===== src/rtl/ripple_carry_adder_reg.sv =====
// Ripple-carry adder with registered sum, carry-out and signed overflow.
// Baseline adder: an explicit chain of 1-bit full adders, no lookahead.

module rca_full_adder (
    input  logic a,
    input  logic b,
    input  logic ci,
    output logic s,
    output logic co
);

    logic p;

    // Propagate term shared by the sum and carry equations
    assign p  = a ^ b;
    assign s  = p ^ ci;
    assign co = (a & b) | (ci & p);

endmodule

module ripple_carry_adder_reg #(
    parameter int DATA_WIDTH = 8
) (
    input  logic                  clk,
    input  logic                  rst_n,
    input  logic [DATA_WIDTH-1:0] A,
    input  logic [DATA_WIDTH-1:0] B,
    input  logic                  Cin,
    output logic [DATA_WIDTH-1:0] S,
    output logic                  CF,
    output logic                  OF
);

    logic [DATA_WIDTH-1:0] sum_c;
    logic                  carry_out;
    logic                  carry_msb_in;

    // One full adder per bit; each stage owns its own carry nets so the
    // chain is a plain sequence of distinct signals.
    for (genvar i = 0; i < DATA_WIDTH; i++) begin : g_fa
        logic ci;
        logic co;

        if (i == 0) begin : g_first
            assign ci = Cin;
        end else begin : g_next
            assign ci = g_fa[i-1].co;
        end

        rca_full_adder u_fa (
            .a  (A[i]),
            .b  (B[i]),
            .ci (ci),
            .s  (sum_c[i]),
            .co (co)
        );
    end

    // Carry out of the MSB and carry into the MSB; for a 1-bit adder the
    // latter is Cin itself.
    assign carry_out    = g_fa[DATA_WIDTH-1].co;
    assign carry_msb_in = g_fa[DATA_WIDTH-1].ci;

    // Capture sum and flags every cycle; reset clears them immediately
    always_ff @(posedge clk or negedge rst_n) begin
        if (!rst_n) begin
            S  <= '0;
            CF <= 1'b0;
            OF <= 1'b0;
        end else begin
            S  <= sum_c;
            CF <= carry_out;
            OF <= carry_out ^ carry_msb_in;
        end
    end

endmodule


===== config.mk =====
export PLATFORM = sky130hd
export DESIGN_NAME = ripple_carry_adder_reg
export DESIGN_NICKNAME = d
export VERILOG_FILES = /design/src/rtl/ripple_carry_adder_reg.sv
export SDC_FILE = /design/constraint.sdc
export NUM_CORES = 1
export LEC_CHECK = 0
export CAP_MARGIN = 10
export CORE_MARGIN = 2
export CORE_UTILIZATION = 33
export CTS_BUF_LIST = sky130_fd_sc_hd__clkbuf_4
export DETAILED_ROUTE_END_ITERATION = 12
export PLACE_DENSITY_LB_ADDON = 0.2
export SLEW_MARGIN = 0
export SYNTH_ARGS = -nofsm -noshare
export SYNTH_HDL_FRONTEND = slang
export SYNTH_SLANG_ARGS = --single-unit
export TNS_END_PERCENT = 50

===== constraint.sdc =====
create_clock -name clk -period 0.9 [get_ports clk]
set_input_delay 0.18 -clock clk [delete_from_list [all_inputs] [get_ports clk]]
set_output_delay 0.18 -clock clk [all_outputs]
set_load 0.03 [all_outputs]

==> results of run 1 <==
stage by stage:
| stage | std cells | TNS, ns | instance area [sq um] | hold WS (ns) | worst slack (ns) |
|---|---|---|---|---|---|
| final | 78 | -12.26 | 833 | 0.203 | -2.13 |
| after global routing | 78 | -13.06 | 833 | 0.194 | -2.20 |
| after CTS | 78 | -12.95 | 820 | 0.202 | -2.25 |
| after detailed placement | 74 | -17.82 | 763 | 0.486 | -2.75 |
| after global placement | 74 | -17.59 | 763 | 0.484 | -2.71 |
| after floorplan | 29 | -12.73 | 474 | -0.116 | -2.20 |
cell type report:
class	count	area [sq um]	share of cell area, %
repair buffers	30	304	36.5
flip-flops and latches	10	250	30.0
multi-input cells	9	196	23.6
inverters	10	37.5	4.50
clock buffers	3	22.5	2.70
well taps	15	18.8	2.25
clock inverters	1	3.75	0.450
cells by family after synthesis:
logic type  Yosys count
xor+xnor              1
fa+ha+maj             8
buf+inv              10
flops                10
how the worst max path moves through the flow:
| stage | start | to | slack [ns] |
|---|---|---|---|
| 2_1_floorplan | A[0] | S[7] | -2.20 |
| 3_3_place_gp | A[0] | S[7] | -2.71 |
| 3_5_place_dp | A[0] | S[7] | -2.75 |
| 4_1_cts | Cin | S[7] | -2.25 |
| 5_1_grt | A[0] | S[7] | -2.20 |
| 6_report | A[0] | S[7] | -2.13 |
flip-flops by register name, indices dropped and copies added (netlist names):
| name | count |
|---|---|
| S | 8 |
| CF | 1 |
| OF | 1 |
where the power goes:
group | switching (uW) | leakage, uW | internal [uW]
registers | 35.6 | 0.000117 | 532
logic | 295 | 0.000254 | 294
clock network | 150 | 0.0000154 | 160
total | 480 | 0.000385 | 986
critical path: stages:
cell and delay, ns:
buf_6 0.09, fa_2 0.38, fa_2 0.37, fa_2 0.34, fa_2 0.35, fa_2 0.34, inv_2 0.06, fa_2 0.18
inv_2 0.04, fa_2 0.35, inv_2 0.07, fa_2 0.43, inv_2 0.05
what timing repair did:
action | 4_1_cts | 5_1_grt
endpoints found under the hold margin | 0 | 0
pin swaps | 8 | 8
gates resized for setup | 27 | 3
setup endpoints to repair | 20 | 19
hold buffers | 0 | 0
metal layers:
metal | up-vias | part of all wire (%) | track usage [%]
li1 | 146 | - | -
met1 | 155 | 33 | 10.6
met2 | 19 | 55 | 21.5
met3 | 5 | 8.4 | 3.26
met4 | 0 | 3.9 | 12.1
met5 | - | 0 | 0
synthesized netlist by cell type:
cell type and n:
xnor2_1 1, inv_1 10, fa_1 8, dfrtp_1 10
==> qor.txt, run 1 <==
outcome: complete, but fails checks
violated checks: setup timing
Slew HR: 91.4%
most common cell after layout, fill and taps aside: clkdlybuf4s50_1
net count after synthesis: 56
CP required: 1.11 ns
layout cell share with drive strength beyond 1: 50.8%
CTS tree: done
final setup margin: -2.13 ns
PwrDens: 1760 nW/um^2
RSZ-0062 raised after global routing: yes
Ys Warns: 0
H-tree Lvls: 1
Die Width: 41.2 microns
CTS max path bufs: 2
Area Growth Syn to Fin: 82.5%
Total GRT Usage: 12.2%
DRT iter0 DRCs: 0
Fmax: 330 MHz
Die Ht: 41.2 microns
most frequent cells in the layout: clkdlybuf4s50_1, buf_6, dfrtp_1
Post-Syn Instances: 29
Lkg Pwr: 0.000385 uW
largest area contributor in the netlist: dfrtp_1
final WL: 788 microns
CP Class: input pin to flop
peak supply drop: 0.000867 V
Core Area: 1300 sq um
max_cap viols: 0
largest family of logic cells by synthesized area: adder cells
largest net degree at the start of global routing: 11
Final GP Congestion: 0.591
antenna violations before repair: 0
Post-Synth XOR/XNOR Area: 1.92%
Tightest Pin Transition: 0.129 ns
endpoints failing setup: 19
type of the most critical hold path: input pin to asynchronous set/reset pin
fin crit share: 336%
IO Pins: 29
Critical Path Start Type: input pin
Post-Syn Area: 457 sq um
post-synth top area share: 54.8%
Simple-Gate Fraction of Synth Area: 0%
pins over their slew limit: 0
Via density: 4.17
DR DRC count: 0
Final Util: 64.0%
Critical Path AT: 3.23 ns
Buffers on Ports: 28
Layout Nets: 91
Adder-Cell Fraction of Synth Area: 35.1%
first-pass GRT wire length: 1.22 mm
total power draw: 1470 uW
clock sink count: 10
row cnt: 13
per-cell routed wire length: 10.1 microns
TritonCTS Buffers: 3
sequential fraction of the synthesis area: 54.8%
CP Capture Type: flop
Diodes inserted: 0
Synth Area per Inst: 15.7 sq um
Clock transition at path regs: 0.06 ns
Starting Density: 35.1%
#FFs+latches synth: 10
gr ovfl total: 0
iteration count of the initial detailed-routing pass: 1
CP max FO: 2
post-synthesis mux area share: 0%
largest cells by area after synthesis: dfrtp_1, fa_1, inv_1
vias: 325
Clock Tree Root: clkbuf_4
vias in the first global route: 349
Final HPWL DP: 679 microns
Distinct cells, synth: 4
fill cell count: 100
Compound-Gate Fraction of Synth Area: 0%
Setup Fix Bufs, Post-CTS: 0
min Tclk post-route: 3.03 ns
Die ar.: 1700 sq um
Final ANT Viol Nets: 0
Fin. Hold Viols: 0
Power figures use the tool's default switching activity.
==> run 2: changes to the inputs <==
--- a/config.mk
+++ b/config.mk
@@ -5,7 +5,7 @@
 export SDC_FILE = /design/constraint.sdc
 export NUM_CORES = 1
 export LEC_CHECK = 0
-export CAP_MARGIN = 10
+export CAP_MARGIN = 20
 export CORE_MARGIN = 2
 export CORE_UTILIZATION = 33
 export CTS_BUF_LIST = sky130_fd_sc_hd__clkbuf_4
==> results of run 2 <==
Same layout as run 1: the final DEF is identical, and so are final timing and power.
